$ cat config.mk
export PLATFORM = sky130hd
export DESIGN_NAME = fir_out_buffer
export DESIGN_NICKNAME = d
export VERILOG_FILES = /design/src/rtl/fir_out_buffer.sv
export SDC_FILE = /design/constraint.sdc
export NUM_CORES = 1
export LEC_CHECK = 0
export ABC_AREA = 0
export BUFFER_PORTS_ARGS = -buffer_cell sky130_fd_sc_hd__buf_2
export CORE_MARGIN = 4
export CORE_UTILIZATION = 66
export CTS_CLUSTER_SIZE = 8
export DETAILED_ROUTE_END_ITERATION = 7
export GPL_TIMING_DRIVEN = 0
export PLACE_DENSITY = 0.95
export RECOVER_POWER = 50
export SYNTH_ARGS = -nofsm -noshare
export SYNTH_HDL_FRONTEND = slang
export SYNTH_SLANG_ARGS = --single-unit
$ cat constraint.sdc
create_clock -name clk -period 7.31 [get_ports clk]
set_input_delay 0.731 -clock clk [delete_from_list [all_inputs] [get_ports clk]]
set_output_delay 0.731 -clock clk [all_outputs]
set_load 0.02 [all_outputs]
$ cat src/rtl/fir_out_buffer.sv
// Output buffer for the FIR core: decimator followed by a first-word-fall-through
// FIFO with level interrupt and sticky overflow / drop counting.
module fir_out_buffer #(
  parameter int unsigned DATA_W = 32,
  parameter int unsigned DEPTH  = 16,
  parameter int unsigned ADDR_W = 4
) (
  input  logic                     clk,
  input  logic                     rst_n,
  input  logic [7:0]               decim,
  input  logic                     clear,
  input  logic                     in_valid,
  input  logic signed [DATA_W-1:0] in_sample,
  output logic                     m_valid,
  output logic [DATA_W-1:0]        m_data,
  input  logic                     m_ready,
  input  logic [ADDR_W:0]          thresh,
  output logic [ADDR_W:0]          level,
  output logic                     irq_level,
  output logic                     overflow,
  input  logic                     ovf_clr,
  output logic [15:0]              drop_cnt
);

  localparam int unsigned LVL_W = ADDR_W + 1;
  localparam logic [LVL_W-1:0] FULL_LVL = LVL_W'(DEPTH);

  logic [DATA_W-1:0] mem [DEPTH];
  logic [ADDR_W-1:0] wr_ptr;
  logic [ADDR_W-1:0] rd_ptr;
  logic [LVL_W-1:0]  lvl;
  logic [LVL_W-1:0]  lvl_nxt;
  logic [7:0]        dcnt;
  logic [7:0]        dcnt_nxt;
  logic              keep;
  logic              pop;
  logic              full;
  logic              wr;
  logic              drop;
  logic              irq_nxt;

  // Decimator: a stale count above the new factor is treated as already wrapped.
  always_comb begin
    keep     = 1'b0;
    dcnt_nxt = dcnt;
    if (in_valid) begin
      if (decim <= 8'd1) begin
        keep     = 1'b1;
        dcnt_nxt = 8'd0;
      end else if (dcnt >= decim) begin
        keep     = 1'b0;
        dcnt_nxt = 8'd1;
      end else begin
        keep     = (dcnt == 8'd0);
        dcnt_nxt = (dcnt == (decim - 8'd1)) ? 8'd0 : dcnt + 8'd1;
      end
    end
  end

  // FIFO handshake: a pop frees the slot that a write at full may reuse.
  always_comb begin
    pop   = (lvl != '0) && m_ready;
    full  = (lvl == FULL_LVL);
    wr    = keep && (!full || pop);
    drop  = keep && full && !pop;
    case ({wr, pop})
      2'b10:   lvl_nxt = lvl + LVL_W'(1);
      2'b01:   lvl_nxt = lvl - LVL_W'(1);
      default: lvl_nxt = lvl;
    endcase
    irq_nxt = (thresh != '0) && (lvl_nxt >= thresh);
  end

  always_ff @(posedge clk) begin
    if (!rst_n || clear) begin
      wr_ptr    <= '0;
      rd_ptr    <= '0;
      lvl       <= '0;
      dcnt      <= 8'd0;
      irq_level <= 1'b0;
      overflow  <= 1'b0;
      drop_cnt  <= 16'd0;
    end else begin
      dcnt      <= dcnt_nxt;
      lvl       <= lvl_nxt;
      irq_level <= irq_nxt;
      if (wr)  wr_ptr <= wr_ptr + ADDR_W'(1);
      if (pop) rd_ptr <= rd_ptr + ADDR_W'(1);
      if (drop) begin
        overflow <= 1'b1;
        if (ovf_clr)                  drop_cnt <= 16'd1;
        else if (drop_cnt != 16'hFFFF) drop_cnt <= drop_cnt + 16'd1;
      end else if (ovf_clr) begin
        overflow <= 1'b0;
        drop_cnt <= 16'd0;
      end
    end
  end

  // Storage is left unreset; reads are masked while empty.
  always_ff @(posedge clk) begin
    if (rst_n && !clear && wr) mem[wr_ptr] <= in_sample;
  end

  assign level   = lvl;
  assign m_valid = (lvl != '0);
  assign m_data  = m_valid ? mem[rd_ptr] : '0;

endmodule

==> impl_summary.log, run 1 <==
[metrics] DP Wirelength: between 30 and 40 mm
[metrics] Syn Std Cell Area: roughly 22,000 µm²
[metrics] register bit count reported by yosys: around 560
[metrics] leakage power: 8.21 nW
[metrics] num rows: 67
[metrics] share of layout cells above drive strength 1: roughly 25%
[metrics] weighted congestion reported at the end of routability-driven placement: around 0.85
[metrics] number of top-level pins: 107
[metrics] kind of critical path: flip-flop to primary output
[metrics] number of buffers created by CTS: slightly below 80
[metrics] endpoints failing setup: 0
[metrics] initial DRC count: 2,499
[metrics] Hold Path Stages: 3
[metrics] most common flop cell mapped by yosys: sky130_fd_sc_hd__edfxtp_1
[metrics] count of buffers from port buffering: approximately 100
[metrics] setup repair after global routing missed its margin: false
[metrics] final design instance area without fill: 25,800 µm²
[metrics] Syn. warnings: 0
[metrics] TNS Setup: 0 ns
[metrics] post-route DRC violation count: 9
[metrics] Hold Path End: irq_level
[metrics] number of instances in the synthesized netlist: between 1k and 1.5k
[metrics] highest net fanout along the worst path: 10
[metrics] clock skew: 0.0231 ns
[metrics] TritonRoute pass-1 iters: 8
[metrics] part of the Yosys area used for sequential elements: 72.6%
[metrics] Hold Crit Class: input pin to flip-flop
[metrics] total length of routed wires: 69.3 mm
[metrics] Netlist cell types: 61
[metrics] H-tree levels: 3
[metrics] final-report hold violation count: 0
[metrics] Worst Setup Slack, final: about 2.4 ns
[metrics] period utilization: between 60% and 70%
[metrics] post-detailed-route count of antenna-violating nets: 0
[metrics] clock tree sinks: about 560
[metrics] number of post-CTS setup repair buffers: 0
[metrics] vias per cell: 7.59
[metrics] most used cells in the layout excluding fill and tap cells: sky130_fd_sc_hd__edfxtp_1 (512), sky130_fd_sc_hd__mux4_2 (160), sky130_fd_sc_hd__clkbuf_1 (110)
[metrics] detailed-route via count: approximately 14k
[metrics] Critical Path AT: 4.17 ns
[metrics] worst setup slack for register-to-register paths: approximately 2.6 ns
[metrics] vertical die dimension: about 190 µm
[metrics] Filler cells: roughly 1.6k
[metrics] number of nets in the finished design: approximately 1.4k
[metrics] register clock-pin slew on the reported worst setup and hold paths: ~0.06 ns
[metrics] wire length of the first global-routing pass: between 90 and 100 mm
[metrics] Core ar.: around 33,000 µm²
[metrics] pin count of the biggest net entering global routing: 26
[metrics] gr ovfl total: 0
[metrics] violated checks: design-rule violations
[metrics] Max Buffers Root-to-Sink: 3
[metrics] antenna violations before repair: 4
[metrics] max-capacitance violation count: 0
[metrics] overall power: 7.22 mW
[metrics] via count of the first global-routing pass: 14.0k
[metrics] FFs w/ async S/R, synth: 0%
[metrics] headroom to the max-slew limit: 11.8%
[metrics] startpoint types: flip-flop
[metrics] Post-Place Cells: ~1.7k
[metrics] TritonCTS clock tree: yes
[metrics] number of slew-limit violations in the final report: 0
[metrics] CP endpoint kind: primary output
[metrics] post-placement cell area: approximately 24,000 µm²
[metrics] global router's overall resource usage: approximately 39%
[metrics] syn_area_per_cell: 20.0 µm²
[metrics] CTS Hold Buffers Added: 0
[metrics] worst-skew pair later-pin latency: roughly 0.60 ns
[metrics] area of the die: about 37,000 µm²
[metrics] worst slack at placement: between 2 and 2.5 ns
[metrics] number of nets in the synthesized netlist: 1,197
[metrics] required time worst endpoint: between 6 and 7 ns
[metrics] worst hold path startpoint: thresh[3]
[metrics] Clock Tree Root: sky130_fd_sc_hd__clkbuf_16
[metrics] Worst IR Drop VDD: ~0.24 mV
[metrics] routed length per instance: slightly below 40 µm
[metrics] r2r endpoint: irq_level
[metrics] Tmin final: between 4 and 5 ns
[metrics] number of enable-type register cells in the synthesized netlist: about 500
[metrics] maximum clock frequency: slightly above 0.2 GHz
[metrics] depth of the most critical reg-to-reg path: 16
[metrics] Worst Max-Slew Pin Slew: between 1 and 1.5 ns
[metrics] Area Growth Syn to Fin: 15.5%
[metrics] status: finished with violations
[metrics] most common library cell in the layout ignoring fill and taps: sky130_fd_sc_hd__edfxtp_1
[metrics] number of resized instances in the post-cts repair step: 0
[metrics] effective utilization at floorplan: approximately two thirds
[metrics] reg2reg start: dcnt[0]
[metrics] non-filler cells, final: approximately 1.8k
[metrics] die width: just under 200 µm
[metrics] power density over the cells: 279 nW/µm²
==> worst max-delay path by stage <==
| stage | startpoint | endpoint | slack [ns] | depth (start not counted) |
|---|---|---|---|---|
| final | flip-flop | m_data[18] | 2.41 | 6 |
| after CTS | flip-flop | m_data[18] | 2.43 | 6 |
| after global placement | decim[2] | mem[5][17] | 2.12 | 10 |
| after global routing | decim[2] | irq_level | 2.14 | 17 |
| after detailed placement | decim[2] | irq_level | 2.32 | 17 |
| after floorplan | decim[2] | irq_level | 3.13 | 17 |
==> sequential cells by signal (all words and copies together) (netlist names), named ones only <==
signal and flops:
irq_level 1, rd_ptr 4, mem 512, drop_cnt 16
wr_ptr 4, level 5, dcnt 8, overflow 1
==> per-layer routing <==
layer / vias up / wire (µm) / global-route usage, %
met4: 4 / 5770 / 25.1
met3: 397 / 8490 / 11.1
met5: - / 32 / 0
met2: 1496 / 33800 / 61.7
met1: 6673 / 21200 / 47.1
li1: 5026 / - / -
==> power by group <==
group / internal (mW) / switching [mW] / leakage [nW]
clock: 1.97 / 1.40 / 1.05
combinational: 0.124 / 0.231 / 2.21
sequential: 3.48 / 0.00757 / 4.95
==> worst max-delay path, stage by stage (launching register included) <==
cell and delay, ns:
sky130_fd_sc_hd__dfxtp_1 0.38, sky130_fd_sc_hd__buf_2 0.51, sky130_fd_sc_hd__buf_1 1.01, sky130_fd_sc_hd__mux4_2 0.70, sky130_fd_sc_hd__mux4_2 0.60, sky130_fd_sc_hd__and2_1 0.20
sky130_fd_sc_hd__buf_2 0.15
==> metrics by stage <==
stage / hold WS (ns) / util (%)
final: 0.436 / 77.3
after global routing: 0.447 / 77.3
after CTS: 0.427 / 77.6
after detailed placement: 0.451 / 71.1
after global placement: 0.443 / 70.1
after floorplan: 0.468 / -
==> synth_stat cells (4+ instances only) <==
cell | instances | share of area (%)
sky130_fd_sc_hd__edfxtp_1 | 512 | 69
sky130_fd_sc_hd__mux4_2 | 160 | 16
sky130_fd_sc_hd__dfxtp_1 | 43 | 3.8
sky130_fd_sc_hd__clkbuf_1 | 37 | 0.62
sky130_fd_sc_hd__and2_1 | 35 | 0.98
sky130_fd_sc_hd__a21oi_1 | 31 | 0.69
sky130_fd_sc_hd__nand2_1 | 27 | 0.45
sky130_fd_sc_hd__ha_1 | 26 | 1.5
sky130_fd_sc_hd__inv_1 | 26 | 0.44
sky130_fd_sc_hd__nor2_1 | 26 | 0.44
sky130_fd_sc_hd__and3_1 | 17 | 0.48
sky130_fd_sc_hd__nor3_1 | 14 | 0.31
sky130_fd_sc_hd__nand3_1 | 13 | 0.29
sky130_fd_sc_hd__xnor2_1 | 13 | 0.51
sky130_fd_sc_hd__buf_1 | 11 | 0.18
sky130_fd_sc_hd__o21ai_0 | 9 | 0.20
sky130_fd_sc_hd__nor2b_1 | 8 | 0.22
sky130_fd_sc_hd__nor4_1 | 8 | 0.22
sky130_fd_sc_hd__nand4b_1 | 7 | 0.27
sky130_fd_sc_hd__o31ai_1 | 7 | 0.23
sky130_fd_sc_hd__or4_1 | 7 | 0.23
sky130_fd_sc_hd__nand4_1 | 6 | 0.17
sky130_fd_sc_hd__or3_1 | 6 | 0.17
sky130_fd_sc_hd__and4_1 | 5 | 0.20
sky130_fd_sc_hd__nand2b_1 | 5 | 0.14
sky130_fd_sc_hd__a21o_1 | 4 | 0.13
sky130_fd_sc_hd__o41ai_1 | 4 | 0.16
sky130_fd_sc_hd__xor2_1 | 4 | 0.16
==> kinds of logic (layout without fill, tap and decap cells) <==
family	count (synthesis)	after routing	share of synthesized area [%]
xor+xnor	17	17	0.665
simple gates	196	196	5.09
mux	164	164	16.3
other cells	0	2	0
flops	555	555	72.6
compound gates	80	80	2.44
buf+inv	80	303	1.41
fa+ha+maj	27	27	1.54
==> layout make-up <==
| type | count | area [µm²] | area share (%) |
|---|---|---|---|
| well taps | 448 | 561 | 2.17 |
| inverters | 27 | 101 | 0.392 |
| repair buffers | 120 | 771 | 2.98 |
| clock buffers | 97 | 2070 | 7.99 |
| plain buffers | 53 | 208 | 0.804 |
| diodes | 2 | 5.00 | 0.0194 |
| multi-input cells | 484 | 5800 | 22.5 |
| clock inverters | 6 | 97.6 | 0.378 |
| flip-flops and latches | 555 | 16200 | 62.8 |
Note: power is estimated with default switching activity, not from simulation.
==> run 2, diff against run 1 <==
Settings changed: CORE_UTILIZATION 66 to 61, PLACE_DENSITY 0.95 to 0.91.
Clock period 7.31 ns to 4.9 ns, I/O delays scaled along.
==> impl_summary.log, run 2 (synthesized netlist as in run 1, its figures left out) <==
[metrics] vertical die dimension: 200 µm
[metrics] Tmin final: roughly 4.6 ns
[metrics] number of slew-limit violations in the final report: 0
[metrics] wire length of the first global-routing pass: between 80 and 90 mm
[metrics] final design instance area without fill: between 20,000 and 30,000 µm²
[metrics] startpoint types: flip-flop
[metrics] delay contributed by the slowest stage of the critical path: ~0.91 ns
[metrics] highest net fanout along the worst path: 10
[metrics] worst setup slack for register-to-register paths: between 0.3 and 0.4 ns
[metrics] number of top-level pins: 107
[metrics] Hold Crit Class: input pin to flip-flop
[metrics] H-tree levels: 3
[metrics] via count of the first global-routing pass: between 10k and 15k
[metrics] initial DRC count: 1,962
[metrics] Worst Max-Slew Pin Slew: 1.34 ns
[metrics] status: finished clean
[metrics] TritonCTS clock tree: yes
[metrics] reg2reg start: dcnt[4]
[metrics] required time worst endpoint: between 4 and 5 ns
[metrics] cell with the most instances on the worst path: sky130_fd_sc_hd__mux4_2
[metrics] kind of critical path: flip-flop to primary output
[metrics] routed length per instance: roughly 35 µm
[metrics] post-detailed-route count of antenna-violating nets: 0
[metrics] share of layout cells above drive strength 1: about a quarter
[metrics] count of buffers from port buffering: between 100 and 150
[metrics] max reg flops: approximately 510
[metrics] CP endpoint kind: primary output
[metrics] CP endpoint: m_data[0]
[metrics] die width: between 150 and 200 µm
[metrics] num rows: approximately 70
[metrics] number of buffers created by CTS: 79
[metrics] effective utilization at floorplan: a little over 60%
[metrics] Core ar.: between 30,000 and 40,000 µm²
[metrics] register clock-pin slew on the reported worst setup and hold paths: around 0.06 ns
[metrics] final-report hold violation count: 0
[metrics] largest registers: mem: 512 flops, drop_cnt: 16 flops, dcnt: 8 flops
[metrics] CTS Hold Buffers Added: 0
[metrics] period utilization: about 95%
[metrics] Worst IR Drop VDD: ~0.25 mV
[metrics] post-placement cell area: 23,800 µm²
[metrics] overall power: roughly 11 mW
[metrics] number of post-CTS setup repair buffers: 0
[metrics] pin count of the biggest net entering global routing: 25
[metrics] max-capacitance violation count: 0
[metrics] antenna violations before repair: 2
[metrics] Max Buffers Root-to-Sink: 3
[metrics] most used cells in the layout excluding fill and tap cells: sky130_fd_sc_hd__edfxtp_1 (512), sky130_fd_sc_hd__mux4_2 (160), sky130_fd_sc_hd__clkbuf_1 (105)
[metrics] depth of the most critical reg-to-reg path: 15
[metrics] leakage power: 8.22 nW
[metrics] most common library cell in the layout ignoring fill and taps: sky130_fd_sc_hd__edfxtp_1
[metrics] weighted congestion reported at the end of routability-driven placement: around 0.86
[metrics] power density over the cells: roughly 410 nW/µm²
[metrics] number of nets in the finished design: around 1.4k
[metrics] vias per cell: 7.18
[metrics] TritonRoute pass-1 iters: 5
[metrics] headroom to the max-slew limit: roughly a tenth
[metrics] endpoints failing setup: 0
[metrics] Reg with most FFs: mem
[metrics] r2r endpoint: irq_level
[metrics] chain of cells forming the critical path: clkbuf_1 -> buf_1 -> mux4_2 -> mux4_2 -> and2_1 -> buf_2
[metrics] Hold Path Stages: 3
[metrics] gr ovfl total: 0
[metrics] Critical Path AT: 4.16 ns
[metrics] setup repair after global routing missed its margin: false
[metrics] clock skew: 0.0245 ns
[metrics] Worst path slowest cell: sky130_fd_sc_hd__buf_1
[metrics] clock tree sinks: 555
[metrics] number of resized instances in the post-cts repair step: 0
[metrics] global router's overall resource usage: between 30% and 40%
[metrics] detailed-route via count: ~13k
[metrics] area of the die: roughly 40,000 µm²
[metrics] maximum clock frequency: 0.215 GHz
[metrics] Clock Tree Root: sky130_fd_sc_hd__clkbuf_16
[metrics] DP Wirelength: between 30 and 40 mm
[metrics] post-route DRC violation count: 0
[metrics] Area Growth Syn to Fin: 15.7%
[metrics] worst-skew pair later-pin latency: roughly 0.61 ns
[metrics] TNS Setup: 0 ns
[metrics] total length of routed wires: 62.6 mm
[run 2: layout make-up]
type,count,area (µm²)
Buffer,53,205
Sequential cell,555,16200
Antenna cell,3,7.51
Multi-Input combinational cell,484,5810
Clock buffer,93,2090
Clock inverter,5,90.1
Fill cell,1963,10000
Timing Repair Buffer,120,772
Inverter,27,101
Tap cell,461,577
[run 2: routing by layer]
| layer | global-route usage, % | wire (µm) | vias to the layer above |
|---|---|---|---|
| met4 | 18.2 | 4170 | 2 |
| met1 | 39.3 | 20500 | 6511 |
| met5 | 0 | 11 | - |
| met3 | 7.37 | 6380 | 276 |
| li1 | - | - | 5026 |
| met2 | 52.8 | 31500 | 1124 |
[run 2: per-stage QoR]
| stage | worst slack [ns] | utilization [%] | instances | hold slack [ns] |
|---|---|---|---|---|
| after floorplan | 0.958 | - | 1119 | 0.468 |
| after global placement | 0.0433 | 65.4 | 1684 | 0.442 |
| after detailed placement | 0.460 | 66.3 | 1700 | 0.448 |
| after CTS | 0.348 | 72.4 | 1798 | 0.183 |
| after global routing | 0.142 | 72.1 | 1799 | 0.196 |
| final | 0.252 | 72.1 | 1801 | 0.198 |
[run 2: power by group]
group	switching (mW)	internal (mW)	total (mW)
Clock	1.98	2.98	4.96
Sequential	0.0105	5.20	5.21
Combinational	0.334	0.185	0.519
[run 2: worst min path at each step]
stage | end | from | slack (ns)
2_1_floorplan | flip-flop | rd_ptr[1] | 0.47
3_3_place_gp | overflow | overflow | 0.44
3_5_place_dp | overflow | overflow | 0.45
4_1_cts | irq_level | thresh[3] | 0.18
5_1_grt | irq_level | thresh[3] | 0.20
6_report | irq_level | thresh[3] | 0.20
[run 2: worst max-delay path: cells and delay by family (launching register included)]
kind,cells,cell delay (ns)
buffers and inverters,3,1.69
DFF,1,0.33
muxes,2,1.29
and+or+nand+nor,1,0.24
